$ cat src/rtl/lsu.sv
// Load/store unit: runs one request/ready transaction per memory instruction
// against byte-laned data memory and stalls the core until it completes.
// Optional build macro: LSU_MISALIGN_CHECK_EN enables misaligned-access detection
// (halfword with a[0]=1, word with a!=0) which suppresses the access.
module lsu (
    input  logic        clk,
    input  logic        rst_n,
    input  logic        MemRead,
    input  logic        MemWrite,
    input  logic [2:0]  funct3,
    input  logic [31:0] ALUout,
    input  logic [31:0] WD,
    output logic [31:0] RDout,
    output logic        Done,
    output logic        Stall,
    output logic        MisAlign,
    output logic        mem_req,
    output logic        mem_we,
    output logic [31:0] mem_addr,
    output logic [3:0]  mem_be,
    output logic [31:0] mem_wdata,
    input  logic [31:0] mem_rdata,
    input  logic        mem_ready
);

    typedef enum logic [1:0] {IDLE, BUSY, DONE} state_t;

    state_t      state_reg, state_next;
    logic [31:0] addr_reg;
    logic [3:0]  be_reg;
    logic [31:0] wdata_reg;
    logic        we_reg;
    logic [1:0]  a_reg;
    logic        byte_reg, half_reg, uns_reg;
    logic [31:0] rdata_reg;

    logic        is_byte, is_half, is_unsigned, access;
    logic        misalign_raw, start;
    logic [1:0]  a_raw, eff_a;
    logic [3:0]  be_new;
    logic [31:0] wdata_new;
    logic [7:0]  lane_bytes [4];
    logic [7:0]  ld_byte;
    logic [15:0] ld_half;
    logic [31:0] load_ext;

    assign a_raw  = ALUout[1:0];
    assign access = MemRead | MemWrite;

    // Size/sign decode; undefined encodings fall through to word
    always_comb begin
        is_byte     = (funct3 == 3'b000) || (funct3 == 3'b100);
        is_half     = (funct3 == 3'b001) || (funct3 == 3'b101);
        is_unsigned = funct3[2] & (is_byte | is_half);
    end

`ifdef LSU_MISALIGN_CHECK_EN
    // Misaligned halfword/word accesses are flagged and never issued
    always_comb begin
        misalign_raw = (is_half & a_raw[0]) | (~is_byte & ~is_half & (a_raw != 2'b00));
        eff_a        = a_raw;
    end
`else
    // Without checking, low address bits below the access size are dropped
    always_comb begin
        misalign_raw = 1'b0;
        if (is_byte)
            eff_a = a_raw;
        else if (is_half)
            eff_a = {a_raw[1], 1'b0};
        else
            eff_a = 2'b00;
    end
`endif

    assign start = (state_reg == IDLE) & access & ~misalign_raw;

    // Byte-lane enables and lane-replicated store data for the new access
    always_comb begin
        if (is_byte) begin
            be_new    = 4'b0001 << eff_a;
            wdata_new = {4{WD[7:0]}};
        end else if (is_half) begin
            be_new    = eff_a[1] ? 4'b1100 : 4'b0011;
            wdata_new = {2{WD[15:0]}};
        end else begin
            be_new    = 4'b1111;
            wdata_new = WD;
        end
    end

    // State register
    always_ff @(posedge clk or negedge rst_n) begin
        if (!rst_n)
            state_reg <= IDLE;
        else
            state_reg <= state_next;
    end

    // Capture the request at issue and the read data at completion
    always_ff @(posedge clk or negedge rst_n) begin
        if (!rst_n) begin
            addr_reg  <= '0;
            be_reg    <= '0;
            wdata_reg <= '0;
            we_reg    <= 1'b0;
            a_reg     <= '0;
            byte_reg  <= 1'b0;
            half_reg  <= 1'b0;
            uns_reg   <= 1'b0;
            rdata_reg <= '0;
        end else begin
            if (start) begin
                addr_reg  <= {ALUout[31:2], 2'b00};
                be_reg    <= be_new;
                wdata_reg <= wdata_new;
                we_reg    <= MemWrite;
                a_reg     <= eff_a;
                byte_reg  <= is_byte;
                half_reg  <= is_half;
                uns_reg   <= is_unsigned;
            end
            if ((state_reg == BUSY) && mem_ready && !we_reg)
                rdata_reg <= mem_rdata;
        end
    end

    // Next-state logic
    always_comb begin
        state_next = state_reg;
        case (state_reg)
            IDLE:    if (start) state_next = BUSY;
            BUSY:    if (mem_ready) state_next = DONE;
            DONE:    state_next = IDLE;
            default: state_next = IDLE;
        endcase
    end

    // Split the captured read word into its byte lanes
    generate
        for (genvar gi = 0; gi < 4; gi++) begin : g_lane
            assign lane_bytes[gi] = rdata_reg[8*gi +: 8];
        end
    endgenerate

    // Extract and extend the load result from the captured lane
    always_comb begin
        ld_byte = lane_bytes[a_reg];
        ld_half = a_reg[1] ? rdata_reg[31:16] : rdata_reg[15:0];
        if (byte_reg)
            load_ext = uns_reg ? {24'b0, ld_byte} : {{24{ld_byte[7]}}, ld_byte};
        else if (half_reg)
            load_ext = uns_reg ? {16'b0, ld_half} : {{16{ld_half[15]}}, ld_half};
        else
            load_ext = rdata_reg;
    end

    // Outputs; reset forces the combinational terms low at once
    always_comb begin
        Stall     = rst_n & (start | (state_reg == BUSY));
        MisAlign  = rst_n & (state_reg == IDLE) & access & misalign_raw;
        Done      = (state_reg == DONE);
        mem_req   = (state_reg == BUSY);
        mem_we    = mem_req & we_reg;
        mem_addr  = mem_req ? addr_reg  : '0;
        mem_be    = mem_req ? be_reg    : '0;
        mem_wdata = mem_req ? wdata_reg : '0;
        RDout     = (Done && !we_reg) ? load_ext : '0;
    end

endmodule

$ cat config.mk
export PLATFORM = sky130hd
export DESIGN_NAME = lsu
export DESIGN_NICKNAME = d
export VERILOG_FILES = /design/src/rtl/lsu.sv
export SDC_FILE = /design/constraint.sdc
export NUM_CORES = 1
export LEC_CHECK = 0
export BUFFER_PORTS_ARGS = -buffer_cell sky130_fd_sc_hd__buf_2
export CAP_MARGIN = 15
export CORE_MARGIN = 10
export CORE_UTILIZATION = 50
export CTS_BUF_LIST = sky130_fd_sc_hd__clkbuf_16
export CTS_CLUSTER_DIAMETER = 50
export DETAILED_ROUTE_END_ITERATION = 12
export MAX_ROUTING_LAYER = met4
export PLACE_DENSITY = 0.88
export SLEW_MARGIN = 10
export SYNTH_ARGS = -nofsm -noshare
export SYNTH_HDL_FRONTEND = slang
export SYNTH_SLANG_ARGS = --single-unit
$ cat constraint.sdc
create_clock -name clk -period 4.3 [get_ports clk]
set_input_delay 0.86 -clock clk [delete_from_list [all_inputs] [get_ports clk]]
set_output_delay 0.86 -clock clk [all_outputs]
set_load 0.005 [all_outputs]
Yosys cells after proc, flatten, opt, wreduce, memory -nomap -nowiden
Cells that the tools add are included.
{ "classes": {"n_addsub": 0, "multipliers": 0, "div": 0, "n_lt_le_gt_ge": 1, "n_eq_ne": 7, "shifts": 1, "mux": 22, "bitwise_logic": 8, "reduce_logical": 9} }
{ "ops": {"columns": ["cell", "count"], "rows": [
  ["2-to-1 mux 32 bit", 9],
  ["binary-select mux 8 bit (select 2 bit)", 1],
  ["2-to-1 mux 16 bit", 1],
  ["2-to-1 mux 4 bit", 4],
  ["2-to-1 mux 8 bit", 2],
  ["2-to-1 mux 2 bit", 4],
  ["== test 3 bit, second input constant", 2],
  ["AND 1 bit", 4],
  ["case mux 2 bit (2 select lines)", 1],
  ["<< shifter 1 x 2 -> 4 bit, first input constant", 1],
  ["== test 3 x 1 -> 1 bit, second input constant", 1],
  ["greater-or-equal comparator 3 bit, second input constant", 1],
  ["logical AND 1 bit", 3],
  ["logical NOT 3 bit", 1],
  ["inverter 2 -> 3 bit", 1],
  ["bitwise OR 1 bit", 3],
  ["== test 2 x 1 -> 1 bit, second input constant", 1],
  ["== test 2 bit, second input constant", 1],
  ["logical NOT 2 bit", 1],
  ["logical OR 1 bit", 2],
  ["inequality test 2 x 1 -> 1 bit, second input constant", 1],
  ["inequality test 2 bit, second input constant", 1],
  ["AND reduction 2 bit", 1],
  ["logical NOT 1 bit", 1]
]} }
{ "word_totals": {"reg_bits": 106, "latchBits": 0, "ram_bits": 0, "romBits": 0, "input_bits": 104, "n_memories": 0} }

Depth between registers and ports, before layout
Gate-level depths: netlist of the first run.
{ "logic_depth": {"depth_word": 7, "mapped_depth": 5, "ltp_nobuf": 3} }

Worst setup path before layout of the first run
OpenSTA, ideal clock, no wires.
{ "synth_path": {"path_type": "register to output", "from": "register a_reg[0]", "to": "output RDout[21]", "arrival_time_ns": 1.379, "slack_ns": 2.061, "stages_incl_launch_ff": 6, "n_path_buf": 2, "path_cell_list": "dfrtp_1 > buf_6 > mux2_4 > a32oi_4 > buf_6 > o22ai_1"} }
{ "synth_via": {"elab_chain_cells": 7} }
{ "synth_rtl": {"columns": ["element", "line_no", "source"], "rows": [
  ["start: declaration", "33", "logic [1:0] a_reg;"],
  ["start signal: assignment", "107", "a_reg <= '0;"],
  ["start signal: assignment", "118", "a_reg <= eff_a;"],
  ["inverter 2 -> 3 bit (implied by the code)", "148", "ld_byte = lane_bytes[a_reg];"],
  ["binary-select mux 8 bit (select 2 bit)", "148", null],
  ["2-to-1 mux 8 bit (implied by the code) (2 in a row)", "148", null],
  ["2-to-1 mux 32 bit", "151", "load_ext = uns_reg ? {24'b0, ld_byte} : {{24{ld_byte[7]}}, ld_byte};"],
  ["2-to-1 mux 32 bit", "150", "if (byte_reg)"],
  ["2-to-1 mux 32 bit", "168", "RDout = (Done && !we_reg) ? load_ext : '0;"],
  ["end: declaration", "13", "output logic [31:0] RDout,"]
]} }
Every way passes these cells. The select of a mux whose other input is x is not followed.

Worst setup path after layout of the first run
Same ends and word-level chain as after synthesis.

==> results of run 1 <==
## cell type report
cell class                      count  area (um2)
Antenna cell                        1        2.50
Clock buffer                        9         225
Clock inverter                      6        58.8
Fill cell                         891        4200
Inverter                            3        11.3
Multi-Input combinational cell    337        2890
Sequential cell                   106        2650
Tap cell                          143         179
Timing Repair Buffer              212        1100
## worst paths after layout
kind                                 endpoint  slack [ps]  cells past startpoint
worst max-delay path                RDout[21]        1080                      4
worst min-delay path            wdata_reg[11]         500                      1
worst max register to register  rdata_reg[25]        2550                      4
worst min register to register  wdata_reg[11]         500                      1
max in group asynchronous           be_reg[2]        2460                      3
min in group asynchronous        rdata_reg[1]         680                      2
## synth_stat cells (2+ instances only)
master	number	area, um2
sky130_fd_sc_hd__a211oi_1	10	75.1
sky130_fd_sc_hd__a21oi_1	2	10.0
sky130_fd_sc_hd__a311oi_1	7	61.3
sky130_fd_sc_hd__and2_1	68	425
sky130_fd_sc_hd__buf_2	12	60.1
sky130_fd_sc_hd__buf_4	4	30.0
sky130_fd_sc_hd__buf_6	5	56.3
sky130_fd_sc_hd__clkbuf_1	18	67.6
sky130_fd_sc_hd__dfrtp_1	106	2650
sky130_fd_sc_hd__inv_1	3	11.3
sky130_fd_sc_hd__mux2_2	119	1340
sky130_fd_sc_hd__mux2_4	2	30.0
sky130_fd_sc_hd__mux2i_1	18	180
sky130_fd_sc_hd__mux4_2	7	158
sky130_fd_sc_hd__nand2_1	16	60.1
sky130_fd_sc_hd__nand2b_1	2	12.5
sky130_fd_sc_hd__nand3_1	7	35.0
sky130_fd_sc_hd__nor2_1	15	56.3
sky130_fd_sc_hd__nor2b_1	6	37.5
sky130_fd_sc_hd__nor3_1	2	10.0
sky130_fd_sc_hd__nor3b_1	2	15.0
sky130_fd_sc_hd__o21ai_0	25	125
sky130_fd_sc_hd__o21bai_1	2	15.0
sky130_fd_sc_hd__o22ai_1	16	100
## per-layer routing
metal | vias up | routed length (um) | GRT usage [%] | part of all wire [%]
met1 | 2193 | 6310 | 22.2 | 39
met2 | 230 | 7830 | 32.8 | 48
li1 | 2089 | - | - | -
met3 | 24 | 1870 | 8.85 | 12
met5 | - | 0 | - | 0
met4 | 0 | 242 | 6.30 | 1.5
## cells by family (layout without fill, tap and decap cells)
family / count (synthesis) / in the layout / synth area share (%)
multiplexers: 147 / 147 / 29.9
other: 1 / 4 / 0.0652
buffers and inverters: 43 / 230 / 3.98
AO/OA/AOI/OAI: 65 / 65 / 7.81
flip-flops: 106 / 106 / 46.1
AND/OR/NAND/NOR: 122 / 122 / 12.1
## worst reg2reg max path: stages (launching register included)
cell	delay, ps
sky130_fd_sc_hd__dfrtp_1	420
sky130_fd_sc_hd__nand2b_1	220
sky130_fd_sc_hd__nor3b_4	200
sky130_fd_sc_hd__buf_4	400
sky130_fd_sc_hd__mux2_2	400
## per-stage QoR
step                      hold WS, ps  std cells
after CTS                         500        815
after detailed placement          485        800
after floorplan                   471        486
after global routing              516        817
after global placement            479        800
final                             498        817
## report_power, final
| group | total, mW | switching, mW | internal [mW] |
|---|---|---|---|
| combinational | 2.23 | 1.03 | 1.20 |
| sequential | 1.89 | 0.387 | 1.50 |
| clock | 0.798 | 0.354 | 0.444 |
==> results.md, run 1 <==
- Count of nets left with antenna violations after detail routing: 0
- Routed wire per std cell: 19.9 um
- RSZ-0062 raised after global routing: no
- Peak clock frequency supported by timing: 0.311 GHz
- Total negative setup slack: 0 ps
- Final setup skew: a little under 5 ps
- Total power after layout: between 4 and 5 mW
- Post-placement worst setup slack: about 1200 ps
- Number of vias in the routed layout: 4536
- Worst Tran Pin Value: 998 ps
- Async SR Flop Fraction: between 90% and 100%
- Root buffer selected by CTS: sky130_fd_sc_hd__clkbuf_16
- Synth cell types: 34
- Initial antenna violation count: 1
- Final Slew Violations: 0
- Cts hold-fix bufs: 0
- CP Capture Type: primary output
- Final worst path period share: about 75%
- Mapped Cells: between 400 and 500
- Maximum level of the CTS H-tree: 3
- Routability cong.: between 0.9 and 1
- Area of the die: ~0.016 mm2
- Worst hold path type: reg -> reg
- Top-level I/O count: 209
- Clock period minus final worst setup slack: between 3000 and 4000 ps
- Cell class contributing the biggest share of worst-path delay: flip-flops
- Rows: 39
- Most frequent standard cell in the layout excluding fill and tap cells: sky130_fd_sc_hd__buf_2
- Final Hold Violating Endpoints: 0
- Combined buffer and inverter count along the critical path: 1
- Worst IR drop on VDD: around 410 uV
- Proportion of layout cells with a drive suffix above 1: 53.5%
- List of cells traversed by the critical path: mux2_4 > a32oi_4 > o22ai_1 > buf_2
- Vias in the first global route: around 5000
- Yosys warns: 0
- Worst rel slew slack: 33.2%
- Static Leak: approximately 3.4 nW
- Overall fraction of global-route tracks in use: between 20% and 30%
- Post-layout utilization of the core: 62.9%
- Total power divided by cell area: just under 700 mW/mm2
- Chip height: about 130 um
- Reg2Reg Launch Point: state_reg[1]
- Floorplan core area: 0.0113 mm2
- CTS clk-pin slew, worst paths: roughly 70 ps
- Design area: around 0.0071 mm2
- Total placed instance area: around 0.0068 mm2
- Placed wire-length estimate: between 10 and 15 mm
- Die extent in x: 127 um
- Max clock buf depth: 2
- Wire length of the first global-routing pass: about 26 mm
- Clock network latency to the later pin of the worst-skew pair: about 340 ps
- Number of resized instances in the post-cts repair step: 0
- Ratio of routed vias to standard cells: roughly 5.6
- EDFF count, synth: 0
- Starting utilization of the core area: a little over 50%
- Commonest cells after routing, fill and taps aside: sky130_fd_sc_hd__buf_2 (204), sky130_fd_sc_hd__mux2_2 (119), sky130_fd_sc_hd__dfrtp_1 (106)
- Worst Slack Setup Final: 1080 ps
- First-iteration detailed-routing DRC count: between 200 and 300
- Flip-flop cell with the highest count after synthesis: sky130_fd_sc_hd__dfrtp_1
- Count of TritonRoute iterations in the first routing pass: 5
- TritonCTS Buffers: 9
- Clock tree from TritonCTS: built
- Arrival time at the worst endpoint: around 2400 ps
- Residual DRC: 0
- Largest net degree at the start of global routing: 70
- Max-cap violations: 0
- Worst setup path startpoint: a_reg[0]
- Launch point of the worst hold path: wdata_reg[11]
- Run status: completed
- Final routed wirelength across all metal layers: 16.3 mm
- Post-synthesis sequential area ratio: a little under half
- # port buffers: slightly above 200
- Worst setup SP type: flip-flop
- Longest individual stage delay on the worst path: around 730 ps
- Average footprint of a synthesized cell: 11.9 um2
- Overall overflow remaining after global route: 0
- Count of nets after finishing: about 770
- Slowest cell on crit path: sky130_fd_sc_hd__dfrtp_1
- Count of buffers added by post-CTS timing repair for setup: 0
- Maximum fanout encountered on the critical timing path: 16
- Yosys reg bits: approximately 110
- Area growth syn-to-layout: 23.8%
- Required time at the worst-slack endpoint: 3440 ps
- Cell Area, Synth: 0.00575 mm2
- Total clock sinks: between 100 and 150
- Critical path class: reg -> out
- Final count of negative-setup-slack endpoints: 0
Note: power is estimated with default switching activity, not from simulation.
==> run 2, diff against run 1 <==
--- a/config.mk
+++ b/config.mk
@@ -5,15 +5,16 @@
 export SDC_FILE = /design/constraint.sdc
 export NUM_CORES = 1
 export LEC_CHECK = 0
+export ABC_AREA = 1
 export BUFFER_PORTS_ARGS = -buffer_cell sky130_fd_sc_hd__buf_2
 export CAP_MARGIN = 15
 export CORE_MARGIN = 10
-export CORE_UTILIZATION = 50
+export CORE_UTILIZATION = 45
 export CTS_BUF_LIST = sky130_fd_sc_hd__clkbuf_16
 export CTS_CLUSTER_DIAMETER = 50
 export DETAILED_ROUTE_END_ITERATION = 12
 export MAX_ROUTING_LAYER = met4
-export PLACE_DENSITY = 0.88
+export PLACE_DENSITY = 0.84
 export SLEW_MARGIN = 10
 export SYNTH_ARGS = -nofsm -noshare
 export SYNTH_HDL_FRONTEND = slang
==> constraint.sdc (replaced) <==
create_clock -name clk -period 2.8 [get_ports clk]
set_input_delay 0.56 -clock clk [delete_from_list [all_inputs] [get_ports clk]]
set_output_delay 0.56 -clock clk [all_outputs]
set_load 0.005 [all_outputs]
==> results.md, run 2 <==
- Area of the multi-input gates: 0.00234 mm2 (-19%)
- Vias in the first global route: 5513 (+9.3%)
- Reg2Reg Launch Point: state_reg[0]
- Area share of the leading cell type in the synthesized netlist: 47.0% (+0.88 points)
- Proportion of layout cells with a drive suffix above 1: 28.7% (-25 points)
- Placed wire-length estimate: 13.2 mm (+6.6%)
- Number of cells in the design after placement: 1102 (+38%)
- Arrival time at the worst endpoint: 2020 ps (-340 ps)
- Final routed wirelength across all metal layers: 17.5 mm (+7.7%)
- Floorplan core area: 0.0122 mm2 (+7.4%)
- Post-layout utilization of the core: 57.9% (-5.0 points)
- FF+latch area: 0.00265 mm2 (unchanged)
- Wire length of the first global-routing pass: 27.9 mm (+7.5%)
- Flip-flop cell with the highest count after synthesis: sky130_fd_sc_hd__dfrtp_1
- Required time at the worst-slack endpoint: 2240 ps (-1200 ps)
- Final Slew Violations: 0 (unchanged)
- Average footprint of a synthesized cell: 7.38 um2 (-38%)
- Run status: completed
- Rows: 40 (+2.6%)
- Most numerous cell types in the synthesized netlist: sky130_fd_sc_hd__nand2_1 (144), sky130_fd_sc_hd__nor2_1 (137), sky130_fd_sc_hd__dfrtp_1 (106)
- Worst slack on hold paths: 394 ps (-104 ps)
- Worst setup SP type: flip-flop
- Maximum level of the CTS H-tree: 3 (unchanged)
- Root buffer selected by CTS: sky130_fd_sc_hd__clkbuf_16
- Worst IR drop on VDD: 556 uV (+35%)
- Ratio of routed vias to standard cells: 4.97 (-11%)
- Initial antenna violation count: 0 (-1)
- Count of nets after finishing: 1049 (+36%)
- Worst setup path startpoint: a_reg[1]
- Residual DRC: 0 (unchanged)
- Final Hold Violating Endpoints: 0 (unchanged)
- Die extent in x: 132 um (+3.7%)
- Reg2Reg Depth: 6 (+2)
- Maximum fanout encountered on the critical timing path: 17 (+1)
- RSZ-0062 raised after global routing: no
- CTS clk-pin slew, worst paths: 70 ps (about the same)
- Total power divided by cell area: 1080 mW/mm2 (+56%)
- # port buffers: 205 (unchanged)
- Clock period minus final worst setup slack: approximately 2600 ps
- Final worst path period share: between 90 and 100%
- Diodes inserted: 0 (-1)
- Cell accounting for the most synthesized area: sky130_fd_sc_hd__dfrtp_1
- Worst hold path type: in -> async
- Dominant cell by count in the synthesized netlist: sky130_fd_sc_hd__nand2_1
- Largest net degree at the start of global routing: 71 (+1.4%)
- Clock tree from TritonCTS: built
- Clock network latency to the later pin of the worst-skew pair: 350 ps (about the same)
- Max-cap violations: 0 (unchanged)
- Critical Path End: RDout[16]
- Cell Area, Synth: 0.00564 mm2 (-1.9%)
- Yosys warns: 0 (unchanged)
- Top-level I/O count: 209 (unchanged)
- Critical path class: reg -> out
- Static Leak: 3.89 nW (+14%)
- Async SR Flop Fraction: 100% (unchanged)
- TritonCTS Buffers: 9 (unchanged)
- Routed wire per std cell: 15.7 um (-21%)
- Worst Tran Pin Value: 693 ps (-305 ps)
- Area growth syn-to-layout: 24.8%
- CP Capture Type: primary output
- Count of nets left with antenna violations after detail routing: 0 (unchanged)
- Yosys reg bits: 106 (unchanged)
- Final count of negative-setup-slack endpoints: 0 (unchanged)
- Top area cells in the synthesized netlist: sky130_fd_sc_hd__dfrtp_1 (47%), sky130_fd_sc_hd__nand2_1 (9.6%), sky130_fd_sc_hd__nor2_1 (9.1%)
- Final setup skew: 5.03 ps (+0.168 ps)
- Total clock sinks: 106 (unchanged)
- Worst rel slew slack: 53.8% (+21 points)
- Chip height: 132 um (+3.7%)
- FILL cells: 1137 (+28%)
- Routability cong.: 0.921 (-4.1%)
- Total negative setup slack: 0 ps (unchanged)
- Non-filler instance count after layout: 1117 (+37%)
- Peak clock frequency supported by timing: ~0.39 GHz
- Max clock buf depth: 2 (unchanged)
- Number of vias in the routed layout: 5547 (+22%)
- Overall fraction of global-route tracks in use: 20.0% (-0.33 points)
- Synth cell types: 27 (-21%)
- Most frequent standard cell in the layout excluding fill and tap cells: sky130_fd_sc_hd__buf_2
- Mapped Cells: 764 (+58%)
- Count of TritonRoute iterations in the first routing pass: 5 (unchanged)
- Reg2reg setup slack: 990 ps (-1560 ps)
- Commonest cells after routing, fill and taps aside: sky130_fd_sc_hd__buf_2 (204), sky130_fd_sc_hd__nand2_1 (142), sky130_fd_sc_hd__nor2_1 (137)
- Post-synthesis sequential area ratio: 47.0% (+0.88 points)
- Area of the die: 0.0174 mm2 (+7.6%)
- Overall overflow remaining after global route: 0 (unchanged)
- First-iteration detailed-routing DRC count: 394 (+34%)
- Starting utilization of the core area: 46.4% (-4.4 points)
- End of the worst register-to-register path: addr_reg[21]
- EDFF count, synth: 0 (unchanged)
-- run 2: cells by family after synthesis --
logic type             share of synthesized area [%]
AOI/OAI and AO/OA                               19.1
DFF                                             47.0
other                                         0.0665
buffers and inverters                           11.7
and+or+nand+nor                                 22.1
-- run 2: layout make-up --
class                   count  share of cell area (%)
clock buffers               9                    3.20
clock inverters             6                   0.836
inverters                 108                    5.76
multi-input cells         503                    33.3
flip-flops and latches    106                    37.7
well taps                 168                    2.99
repair buffers            217                    16.2
-- run 2: stage by stage --
step / instance area, um2 / setup WS [ps] / total power [mW]
final: 7040 / 218 / 7.59
after global routing: 7040 / 121 / 8.27
after CTS: 7030 / 31.0 / 7.64
after detailed placement: 6750 / 427 / 6.36
after global placement: 6750 / 484 / 6.25
after floorplan: 5650 / 966 / 5.08
-- run 2: how the worst min path moves through the flow --
stage	startpoint	slack (ps)	cells after the start	end
after floorplan	rst_n	260	0	a_reg[0]
after global placement	wdata_reg[7]	470	2	wdata_reg[7]
after detailed placement	wdata_reg[7]	470	2	wdata_reg[7]
after CTS	ALUout[30]	400	3	addr_reg[30]
after global routing	ALUout[18]	420	3	addr_reg[18]
final	rst_n	390	2	a_reg[0]
-- run 2: worst max-delay path: stages, from the launching register on --
cell and delay [ps]:
sky130_fd_sc_hd__dfrtp_1 380, sky130_fd_sc_hd__buf_4 200, sky130_fd_sc_hd__nand2_1 100, sky130_fd_sc_hd__nand3_1 90, sky130_fd_sc_hd__nand2_1 420, sky130_fd_sc_hd__a21oi_1 150
sky130_fd_sc_hd__nor2_1 180, sky130_fd_sc_hd__buf_2 150
-- run 2: metal layers --
metal  vias up  routed length, um  GRT usage [%]
li1       2747                  -              -
met1      2516               7700           24.6
met2       252               8010           31.1
met3        32               1420           4.95
met4         0                390           7.54
met5         -                  0              -
-- run 2: report_power, final --
part           switching, mW  internal (mW)  total (mW)  leakage [nW]
Sequential             0.346           2.26        2.61          1.25
Clock                  0.564          0.684        1.25         0.141
Combinational           2.36           1.38        3.73          2.50
-- run 2: repair_timing --
action                     4_1_cts  5_1_grt
buffers inserted                 0        0
setup endpoints to repair        0       23
gates resized for setup          0        2
hold buffers                     0        0
==> run 3, diff against run 2 <==
--- a/config.mk
+++ b/config.mk
@@ -8,13 +8,15 @@
 export ABC_AREA = 1
 export BUFFER_PORTS_ARGS = -buffer_cell sky130_fd_sc_hd__buf_2
 export CAP_MARGIN = 15
+export CELL_PAD_IN_SITES_DETAIL_PLACEMENT = 1
+export CELL_PAD_IN_SITES_GLOBAL_PLACEMENT = 2
 export CORE_MARGIN = 10
-export CORE_UTILIZATION = 45
+export CORE_UTILIZATION = 24
 export CTS_BUF_LIST = sky130_fd_sc_hd__clkbuf_16
 export CTS_CLUSTER_DIAMETER = 50
 export DETAILED_ROUTE_END_ITERATION = 12
 export MAX_ROUTING_LAYER = met4
-export PLACE_DENSITY = 0.84
+export PLACE_DENSITY = 0.83
 export SLEW_MARGIN = 10
 export SYNTH_ARGS = -nofsm -noshare
 export SYNTH_HDL_FRONTEND = slang
==> results.md, run 3 (synthesis gave the netlist of run 2 again) <==
- Run status: completed
- Worst hold path type: in -> async
- First-iteration detailed-routing DRC count: 234 (-41%)
- Residual DRC: 0 (unchanged)
- Final routed wirelength across all metal layers: 20.3 mm (+16%)
- Highest metal layer with signal wires: met4
- Max-cap violations: 0 (unchanged)
- Required time at the worst-slack endpoint: 2240 ps (about the same)
- Final setup skew: 9.72 ps (+4.69 ps)
- Reg2Reg Depth: 5 (-1)
- Count of nets after finishing: 1048 (-0.095%)
- Count of nets left with antenna violations after detail routing: 0 (unchanged)
- Critical path class: reg -> out
- Peak clock frequency supported by timing: 0.383 GHz (-1.0%)
- Rows: 56 (+40%)
- Top-level I/O count: 209 (unchanged)
- Commonest cells after routing, fill and taps aside: sky130_fd_sc_hd__buf_2 (204), sky130_fd_sc_hd__nand2_1 (144), sky130_fd_sc_hd__nor2_1 (137)
- Floorplan core area: 0.0233 mm2 (+92%)
- Wire length the detailed router placed on met1: 9.55 mm (+24%)
- Clock period minus final worst setup slack: 2610 ps (+26.9 ps)
- Ratio of routed vias to standard cells: 4.32 (-13%)
- Max clock buf depth: 2 (unchanged)
- Total power divided by cell area: 1060 mW/mm2 (-1.3%)
- Most frequent standard cell in the layout excluding fill and tap cells: sky130_fd_sc_hd__buf_2
- Final Hold Violating Endpoints: 0 (unchanged)
- Overall fraction of global-route tracks in use: 13.7% (-6.2 points)
- CP Capture Type: primary output
- Worst IR drop on VDD: 356 uV (-36%)
- Proportion of layout cells with a drive suffix above 1: 28.7% (unchanged)
- Arrival time at the worst endpoint: 2050 ps (+30 ps)
- Initial antenna violation count: 3 (+3)
- Maximum level of the CTS H-tree: 3 (unchanged)
- Cell repeated most along the worst path: sky130_fd_sc_hd__nand2_1
- Slowest cell on crit path: sky130_fd_sc_hd__dfrtp_1
- Maximum fanout encountered on the critical timing path: 16 (-1)
- Area growth syn-to-layout: 28.5%
- Total clock sinks: 106 (unchanged)
- Longest individual stage delay on the worst path: 370 ps (-50 ps)
- # port buffers: 205 (unchanged)
- Static Leak: 3.89 nW (about the same)
- Worst Tran Pin Value: 732 ps (+39.4 ps)
- Wire length on met2: 8.98 mm (+12%)
- Count of buffers added by post-CTS timing repair for setup: 0 (unchanged)
- Post-layout utilization of the core: 31.1% (-27 points)
- Area of the die: 0.0300 mm2 (+72%)
- Count of TritonRoute iterations in the first routing pass: 4 (-1)
- Routed wire per std cell: 16.0 um (+1.9%)
- Wire length of the first global-routing pass: 32.6 mm (+17%)
- Routability cong.: 0.802 (-13%)
- Cts hold-fix bufs: 0 (unchanged)
- Routed met3 length: 1.54 mm (+8.9%)
- Final worst path period share: 93.2% (+0.96 points)
- Worst setup SP type: flip-flop
- CTS clk-pin slew, worst paths: 80 ps (about the same)
- Starting utilization of the core area: 24.2% (-22 points)
- Total placed instance area: 0.00694 mm2 (+2.9%)
- Overall overflow remaining after global route: 0 (unchanged)
- Die extent in x: 173 um (+31%)
- Final count of negative-setup-slack endpoints: 0 (unchanged)
- Final Slew Violations: 0 (unchanged)
- Chip height: 173 um (+31%)
- Worst rel slew slack: 51.2% (-2.6 points)
- Clock tree from TritonCTS: built
- Clock network latency to the later pin of the worst-skew pair: 350 ps (about the same)
- Number of resized instances in the post-cts repair step: 0 (unchanged)
- RSZ-0062 raised after global routing: yes
- Design area: 0.00725 mm2 (+3.0%)
- Vias in the first global route: 5909 (+7.2%)
- Largest net degree at the start of global routing: 107 (+51%)
- Root buffer selected by CTS: sky130_fd_sc_hd__clkbuf_16
- TritonCTS Buffers: 9 (unchanged)
- Number of vias in the routed layout: 5496 (-0.92%)
- Placed wire-length estimate: 15.1 mm (+14%)
- List of cells traversed by the critical path: buf_4 > nand2_1 > nand3_1 > nand2_1 > a21oi_1 > nor2_1 > buf_2
## run 3: changes by cell type in the layout (fill, tap and decap cells not counted), moves of 2 or more
cell,previous run,this run
sky130_fd_sc_hd__diode_2,0,3
sky130_fd_sc_hd__buf_4,11,9
sky130_fd_sc_hd__inv_8,0,2
sky130_fd_sc_hd__nand2_1,142,144
sky130_fd_sc_hd__nand2_2,5,3
## run 3: final cells by class
type,instances,area (um2)
Antenna cell,3,7.51
Clock buffer,9,225
Clock inverter,7,72.6
Fill cell,2949,16100
Inverter,108,407
Multi-Input combinational cell,503,2340
Sequential cell,106,2650
Tap cell,319,399
Timing Repair Buffer,216,1150
## run 3: routing by layer
metal / GRT usage [%] / vias to the layer above
met5: - / -
met2: 21.0 / 172
met1: 17.3 / 2565
met4: 3.09 / 0
met3: 4.64 / 14
li1: - / 2745
## run 3: worst max-delay path: cells and delay by family, from the launching register on
kind / cells / cell delay, ps
AND/OR/NAND/NOR: 4 / 600
flip-flops: 1 / 370
AO/OA/AOI/OAI: 1 / 360
buffers and inverters: 2 / 360
## run 3: per-stage QoR
stage | setup slack, ps | setup TNS (ps) | instances | power [mW] | hold slack [ps]
after global placement | 629 | 0 | 1252 | 6.43 | 468
after detailed placement | 602 | 0 | 1252 | 6.53 | 478
final | 191 | 0 | 1271 | 7.71 | 323
after floorplan | 966 | 0 | 766 | 5.08 | 264
after global routing | -3.80 | -3.80 | 1271 | 8.55 | 379
after CTS | 198 | 0 | 1268 | 7.88 | 377
## run 3: power by group
group	leakage (nW)	internal, mW	switching, mW	total (mW)
sequential	1.25	2.26	0.333	2.59
clock	0.143	0.634	0.660	1.29
combinational	2.49	1.37	2.46	3.83
total	3.89	4.27	3.45	7.71
## run 3: worst paths after layout
| check | start | end | slack, ps |
|---|---|---|---|
| min | rst_n | rdata_reg[30] | 320 |
| max | a_reg[1] | RDout[20] | 190 |
| min reg2reg | wdata_reg[10] | wdata_reg[10] | 490 |
| max reg2reg | we_reg | rdata_reg[15] | 1050 |
| max in group asynchronous | rst_n | addr_reg[11] | 1980 |
| min in group clk | ALUout[23] | addr_reg[23] | 400 |
